<file path="config.mk">
export PLATFORM = sky130hd
export DESIGN_NAME = bcd_digit_counter
export DESIGN_NICKNAME = d
export VERILOG_FILES = /design/src/rtl/bcd_digit_counter.sv
export SDC_FILE = /design/constraint.sdc
export NUM_CORES = 1
export LEC_CHECK = 0
export ABC_AREA = 1
export CAP_MARGIN = 20
export CORE_ASPECT_RATIO = 1.75
export CORE_UTILIZATION = 55
export DETAILED_ROUTE_END_ITERATION = 10
export GPL_TIMING_DRIVEN = 0
export PLACE_DENSITY = 0.72
export SKIP_CTS_REPAIR_TIMING = 1
export SLEW_MARGIN = 20
export SYNTH_ARGS = -nofsm -noshare
export SYNTH_HDL_FRONTEND = slang
export SYNTH_SLANG_ARGS = --single-unit
export TNS_END_PERCENT = 1
</file>
<file path="constraint.sdc">
create_clock -name clk -period 2.6 [get_ports clk]
set_clock_uncertainty 0.15 [all_clocks]
set_input_delay 0.52 -clock clk [delete_from_list [all_inputs] [get_ports clk]]
set_output_delay 0.52 -clock clk [all_outputs]
set_load 0.05 [all_outputs]
</file>
<file path="src/rtl/bcd_digit_counter.sv">
// Single BCD digit up/down counter with debounced start/pause and clear buttons.
// Drives one seven-segment decoder digit; carry cascades to the next digit.
module bcd_digit_counter #(
   parameter int unsigned TICK_DIV        = 100000000,
   parameter int unsigned DEBOUNCE_CYCLES = 1000000
) (
   input  logic       clk,
   input  logic       rst,
   input  logic       btn_start,
   input  logic       btn_clear,
   input  logic       up_down,
   output logic [3:0] digit1,
   output logic       carry,
   output logic       running
);

   localparam int unsigned PW = (TICK_DIV > 1) ? $clog2(TICK_DIV) : 1;
   localparam int unsigned CW = $clog2(DEBOUNCE_CYCLES + 1);

   localparam logic [PW-1:0] PscMax = PW'(TICK_DIV - 1);
   localparam logic [CW-1:0] DbMax  = CW'(DEBOUNCE_CYCLES);

   localparam logic [1:0] StIdle  = 2'd0;
   localparam logic [1:0] StRun   = 2'd1;
   localparam logic [1:0] StPause = 2'd2;

   // Button debouncers: index 0 = start, index 1 = clear.
   logic [1:0]    btn_raw;
   logic [1:0]    sync1_q;
   logic [1:0]    sync2_q;
   logic [1:0]    level_q;
   logic [1:0]    level_dly_q;
   logic [CW-1:0] db_cnt_q [2];
   logic [1:0]    press;
   logic          start_press;
   logic          clear_press;

   assign btn_raw = {btn_clear, btn_start};

   always_ff @(posedge clk) begin
      if (rst) begin
         sync1_q     <= '0;
         sync2_q     <= '0;
         level_q     <= '0;
         level_dly_q <= '0;
         for (int i = 0; i < 2; i++) begin
            db_cnt_q[i] <= '0;
         end
      end else begin
         sync1_q     <= btn_raw;
         sync2_q     <= sync1_q;
         level_dly_q <= level_q;
         // The level flips on the first disagreeing sample after the counter has reached the limit.
         for (int i = 0; i < 2; i++) begin
            if (sync2_q[i] == level_q[i]) begin
               db_cnt_q[i] <= '0;
            end else if (db_cnt_q[i] == DbMax) begin
               level_q[i]  <= ~level_q[i];
               db_cnt_q[i] <= '0;
            end else begin
               db_cnt_q[i] <= db_cnt_q[i] + CW'(1);
            end
         end
      end
   end

   assign press       = level_q & ~level_dly_q;
   assign start_press = press[0];
   assign clear_press = press[1];

   // Counter FSM and prescaler.
   logic [1:0]    state_q, state_d;
   logic [PW-1:0] psc_q, psc_d;
   logic [3:0]    digit_q, digit_d;
   logic          carry_q, carry_d;
   logic          running_q;
   logic          tick;

   assign tick = (state_q == StRun) && (psc_q == PscMax);

   always_comb begin
      state_d = state_q;
      psc_d   = psc_q;
      digit_d = digit_q;
      carry_d = 1'b0;
      if (clear_press) begin
         state_d = StIdle;
         psc_d   = '0;
         digit_d = 4'd0;
      end else begin
         case (state_q)
            StIdle: begin
               psc_d   = '0;
               digit_d = 4'd0;
               if (start_press) begin
                  state_d = StRun;
               end
            end
            StRun: begin
               if (tick) begin
                  psc_d = '0;
                  if (up_down) begin
                     if (digit_q >= 4'd9) begin
                        digit_d = 4'd0;
                        carry_d = 1'b1;
                     end else begin
                        digit_d = digit_q + 4'd1;
                     end
                  end else begin
                     if (digit_q == 4'd0) begin
                        digit_d = 4'd9;
                        carry_d = 1'b1;
                     end else begin
                        digit_d = digit_q - 4'd1;
                     end
                  end
               end else begin
                  psc_d = psc_q + PW'(1);
               end
               // A tick in the same cycle still takes effect before pausing.
               if (start_press) begin
                  state_d = StPause;
               end
            end
            StPause: begin
               if (start_press) begin
                  state_d = StRun;
               end
            end
            default: begin
               state_d = StIdle;
               psc_d   = '0;
               digit_d = 4'd0;
            end
         endcase
      end
   end

   always_ff @(posedge clk) begin
      if (rst) begin
         state_q   <= StIdle;
         psc_q     <= '0;
         digit_q   <= 4'd0;
         carry_q   <= 1'b0;
         running_q <= 1'b0;
      end else begin
         state_q   <= state_d;
         psc_q     <= psc_d;
         digit_q   <= digit_d;
         carry_q   <= carry_d;
         running_q <= (state_d == StRun);
      end
   end

   assign digit1  = digit_q;
   assign carry   = carry_q;
   assign running = running_q;

endmodule

</file>
==> results.toml, run 1 <==
[setup_path]
critPathRequiredTime_ps = 1930
critPathMaxFanout = 7
arrival_ps = 1660
critPathTopFamily = "buffers and inverters"
cp_cell_sequence = "clkdlybuf4s50_1"
cp-end-kind = "output pin"
crit_type = "flip-flop to output pin"
cp.buffers_inverters = 1
worst_path_largest_cell_delay_ps = 850
worst_setup_path_start_kind = "flip-flop"
crit_slowest_cell = "clkdlybuf4s50_1"

[route]
avgViaCountPerCell = 5.047
vias = 4123
drt-wirelength-per-cell_um = 12.07
drcViolationCount = 0
dr_wl_met3_um = 266
drt_first_pass_iters = 5
wl_um = 9858
ant_nets = 0
drt_iter0_markers = 204
wirelength_met1_um = 3730
wl_met2_um = 5418
routed.top_layer = "met4"

[global_routing]
grt_pass1_wl_um = 16810
antenna_found_initial = 0
grt-ovfl-total = 0
grt_max_degree = 15
track_usage = 0.2371
grt_pass1_vias = 3939

[floorplanning]
die_area_mm2 = 0.009102
initial_core_util = 0.5725
core_mm2 = 0.008368
die_w_um = 72.55
num_rows = 44
die_h_um = 125.5
io_pins = 11

[sta]
tns_ps = 0
setup_viol = 0
whs_ps = 261.4
fmax_mhz = 429.9
period_needed_ps = 2326
setup_slack_ps = 274.1
timing_hold_violations_final = 0
finalCritPeriodShare = 0.8946
rsz0062_at_grt = "no"
slew_violations = 0
slew_headroom = 0.6675
tightestPinTransition_ps = 497.2

[placed_design]
globalplace.congestion = 0.9124
placed_area_mm2 = 0.005171
dp_hpwl_um = 7643
preCtsSetupSlack_ps = 463.0
place.port_buffers = 9

[synth]
yosysMostFrequentCell = "nand2_1"
yosysSeqAreaShare = 0.4304
synth_top_area_frac = 0.2507
synth-main-ff-cell = "dfxtp_1"
synthCells = 638
ys_ff_latch = 83
synth_area_mm2 = 0.004791
synth-compound-area-share = 0.05406
synth-simple-area-share = 0.3460
synth-edff-count = 40
synthAdderAreaFrac = 0.02350
yosys-top-cells-count = "136 x nand2_1, 109 x nor2_1, 80 x inv_1"
synthMuxAreaShare = 0
ys_async_sr_fraction = 0
synth_top_family_by_area = "simple AND/OR/NAND/NOR gates"
synthTopCellsByArea = "edfxtp_1 25%, dfxtp_1 18%, nand2_1 11%"
ys_types = 35
yosysTopAreaCell = "edfxtp_1"
yosys_warnings = 0
syn_area_per_cell_um2 = 7.509
synth_xor_area_frac = 0.06947

[power]
peakVddDrop_mv = 0.4041
powerDensity_mw_per_mm2 = 505.7
leakage_nw = 2.161

[cts]
clk_latency_ps = 340
cts_tree = "built"
clk_pin_slew_ps = 60
cts-root-buf = "clkbuf_16"
numCtsBuffers = 9
h-tree-depth = 3
cts_buffer_depth = 2
cts_num_sinks = 83

[finish]
drive_gt1_frac = 0.08262
diodes = 0
design_area_mm2 = 0.005456
area_growth_pct = 13.89
fin_util = 0.6521
fillers = 753
fin_nets = 711

[job]
cap_violations = 0

[worst_hold_path]
hold_path.class = "flip-flop to flip-flop"

[outcome]
status = "complete, no violations"
-- layout make-up --
cell class	count	area, um2	area share
flip-flops and latches	83	2062	0.3779
clock inverters	6	56.30	0.01032
clock buffers	10	229.0	0.04196
plain buffers	7	47.55	0.008714
well taps	115	143.9	0.02637
repair buffers	9	90.09	0.01651
multi-input cells	503	2512	0.4604
inverters	84	315.3	0.05778
-- cells by family (layout without fill, tap and decap cells) --
group	after synthesis	in the layout
AOI/OAI and AO/OA	48	48
xor gates and xnor gates	38	38
adders and majority gates	9	9
buffers and inverters	91	116
DFF	83	83
other	1	40
and+or+nand+nor	368	368
-- power breakdown --
part / internal (mW) / switching, mW / total (mW)
clock: 0.737 / 0.502 / 1.24
sequential: 1.40 / 0.0264 / 1.43
combinational: 0.0314 / 0.0630 / 0.0944
-- tightest hold or removal path: stages (launching register included) --
cell and delay [ps]:
dfxtp_1 300, inv_1 40, nor2_1 30
-- path summary, 6_finish.rpt --
check,start,slack (ps),to,cells after the start
hold reg to reg,sync1_q[0],260,sync2_q[0],2
setup / recovery,digit1[2],270,digit1[2],1
setup reg to reg,db_cnt_q[0][0],510,db_cnt_q[0][0],8
hold / removal,sync1_q[0],260,sync2_q[0],2
-- flip-flops by register name, summed over array words and instances (netlist names) --
name         flops
carry            1
db_cnt_q        40
digit1           4
level_dly_q      2
level_q          2
psc_q           27
running          1
state_q          2
sync1_q          2
sync2_q          2
-- cell usage in the layout, fill, tap and decap left out, types with 2 or more instances in the layout --
master             n
o21bai_1           3
buf_6              2
inv_1             80
xnor2_1           10
nand3_1           49
buf_2              5
a31oi_1            4
nor2_1           109
edfxtp_1          40
ha_1               9
nand3b_1           3
nand2_1          136
clkbuf_16          9
a21oi_1           25
nor2_2            12
clkdlybuf4s50_1    9
nand2_4            2
o21ai_0           13
nor3b_1            4
xor2_1            28
nand4_1           17
conb_1            40
clkinv_2           4
nor3_1            17
dfxtp_1           43
nor3_2             2
inv_2              4
or2_2              2
nand2_2            9
-- layer usage --
layer,global-route usage,vias to the layer above
met1,0.2285,1867
met2,0.4502,89
met3,0.04351,29
li1,-,2138
met5,0,-
met4,0.1326,0
-- metrics by stage --
step,cells,power [mW]
global placement,801,1.543
finish,817,2.759
detailed placement,801,1.546
CTS,817,2.783
global route,817,2.852
floorplan,677,1.519
Power figures use the tool's default switching activity.
==> run 2: changes to the inputs <==
- CELL_PAD_IN_SITES_DETAIL_PLACEMENT: default -> 1
- CELL_PAD_IN_SITES_GLOBAL_PLACEMENT: default -> 1
- CORE_UTILIZATION: 55 -> 50
- PLACE_DENSITY: 0.72 -> default
- PLACE_DENSITY_LB_ADDON: default -> 0.1
==> run 2 against run 1 <==
  * Combinational power up 9%
  * Utilization fell by 6.1 points
  * Via count up 4.0%
  * Hold slack improved by 7.1 ps
  * Flip-flop and latch count did not move
  * Sequential power is essentially flat
  * Non-clock buffer count unchanged
  * Global-route usage rose by 4.8 points
  * Clock power decreased by 4%
  * Maximum frequency grew 0.24%
  * Critical path depth is the same
  * Worst setup slack improved by 5.6 ps
==> results.toml, run 2 (same netlist as run 1, synthesis figures left out) <==
[finish]
fin_util = 0.5909
multi_input_area_mm2 = 0.002512
largest_register = "db_cnt_q"
design_area_mm2 = 0.005441
largest_reg_flops = 40
fin_nets = 711
diodes = 0
regArea_mm2 = 0.002062
area_growth_pct = 13.58
layout.cells.non_filler = 822
drive_gt1_frac = 0.07835
final_cell_mix = "136 x nand2_1, 109 x nor2_1, 80 x inv_1"
fillers = 1206
final_common_cell = "nand2_1"

[floorplanning]
die_area_mm2 = 0.009993
core_mm2 = 0.009209
io_pins = 11
die_w_um = 76.00
num_rows = 46
die_h_um = 131.5
initial_core_util = 0.5202

[placed_design]
placed_area_mm2 = 0.005177
dp_hpwl_um = 9733
dp.cells = 806
preCtsSetupSlack_ps = 484.3
place.port_buffers = 9
globalplace.congestion = 0.8574

[cts]
cts_buffer_depth = 2
h-tree-depth = 3
cts_tree = "built"
cts-root-buf = "clkbuf_16"
clk_latency_ps = 350
clk_pin_slew_ps = 60
numCtsBuffers = 9
cts_num_sinks = 83

[worst_hold_path]
hold_path.class = "flip-flop to flip-flop"

[setup_path]
crit_slowest_cell = "clkdlybuf4s50_1"
critPathTopFamily = "buffers and inverters"
worst_setup_path_start_kind = "flip-flop"
cp_cell_sequence = "clkdlybuf4s50_1"
cp-end-kind = "output pin"
worst_path_largest_cell_delay_ps = 850
critPathMaxFanout = 7
critPathRequiredTime_ps = 1930
crit_type = "flip-flop to output pin"
cp.buffers_inverters = 1
arrival_ps = 1650

[sta]
whs_ps = 268.5
slew_violations = 0
slew_headroom = 0.6349
timing_hold_violations_final = 0
fmax_mhz = 431.0
tightestPinTransition_ps = 546.5
setup_viol = 0
tns_ps = 0
setup_slack_ps = 279.8
period_needed_ps = 2320
rsz0062_at_grt = "no"
finalCritPeriodShare = 0.8924

[global_routing]
antenna_found_initial = 0
grt_pass1_vias = 4813
grt_max_degree = 13
grt_pass1_wl_um = 22160
grt-ovfl-total = 0
track_usage = 0.2849

[route]
vias = 4288
drt-wirelength-per-cell_um = 15.74
avgViaCountPerCell = 5.217
drt_first_pass_iters = 4
drcViolationCount = 0
drt_iter0_markers = 132
ant_nets = 0
wl_um = 12940

[power]
p_total_mw = 2.717
powerDensity_mw_per_mm2 = 499.3
leakage_nw = 2.145
peakVddDrop_mv = 0.5589

[outcome]
status = "complete, no violations"

[job]
cap_violations = 0
-- run 2: report_power, final --
group	switching [mW]	internal, mW
combinational	0.0711	0.0315
clock	0.520	0.668
sequential	0.0274	1.40
total	0.619	2.10
-- run 2: tightest hold or removal path, stage by stage (launching register included) --
cell,delay [ps]
dfxtp_1,300
inv_1,50
nor2_1,30
-- run 2: path summary, 6_finish.rpt --
kind,from,to,slack (ps),cells past startpoint
worst max register to register,db_cnt_q[0][0],db_cnt_q[0][11],490,8
worst min register to register,sync1_q[0],sync2_q[0],270,2
worst max-delay path,digit1[2],digit1[2],280,1
worst min-delay path,sync1_q[0],sync2_q[0],270,2
-- run 2: per-layer routing --
metal,share of wire,global-route usage
met2,0.56,0.5576
met4,0.053,0.1934
met1,0.37,0.2607
met5,0,0
met3,0.019,0.04514
-- run 2: area by class of cell --
type,instances,area share
Multi-Input combinational cell,503,0.4617
Inverter,84,0.05794
Timing Repair Buffer,9,0.01656
Sequential cell,83,0.3789
Clock buffer,13,0.04599
Buffer,7,0.008738
Tap cell,120,0.02759
Clock inverter,3,0.002529
==> run 3: changes to the inputs <==
- SETUP_SLACK_MARGIN: default -> 0.05
==> results of run 3 <==
The final DEF is identical to that of run 2; final timing and power are the same.
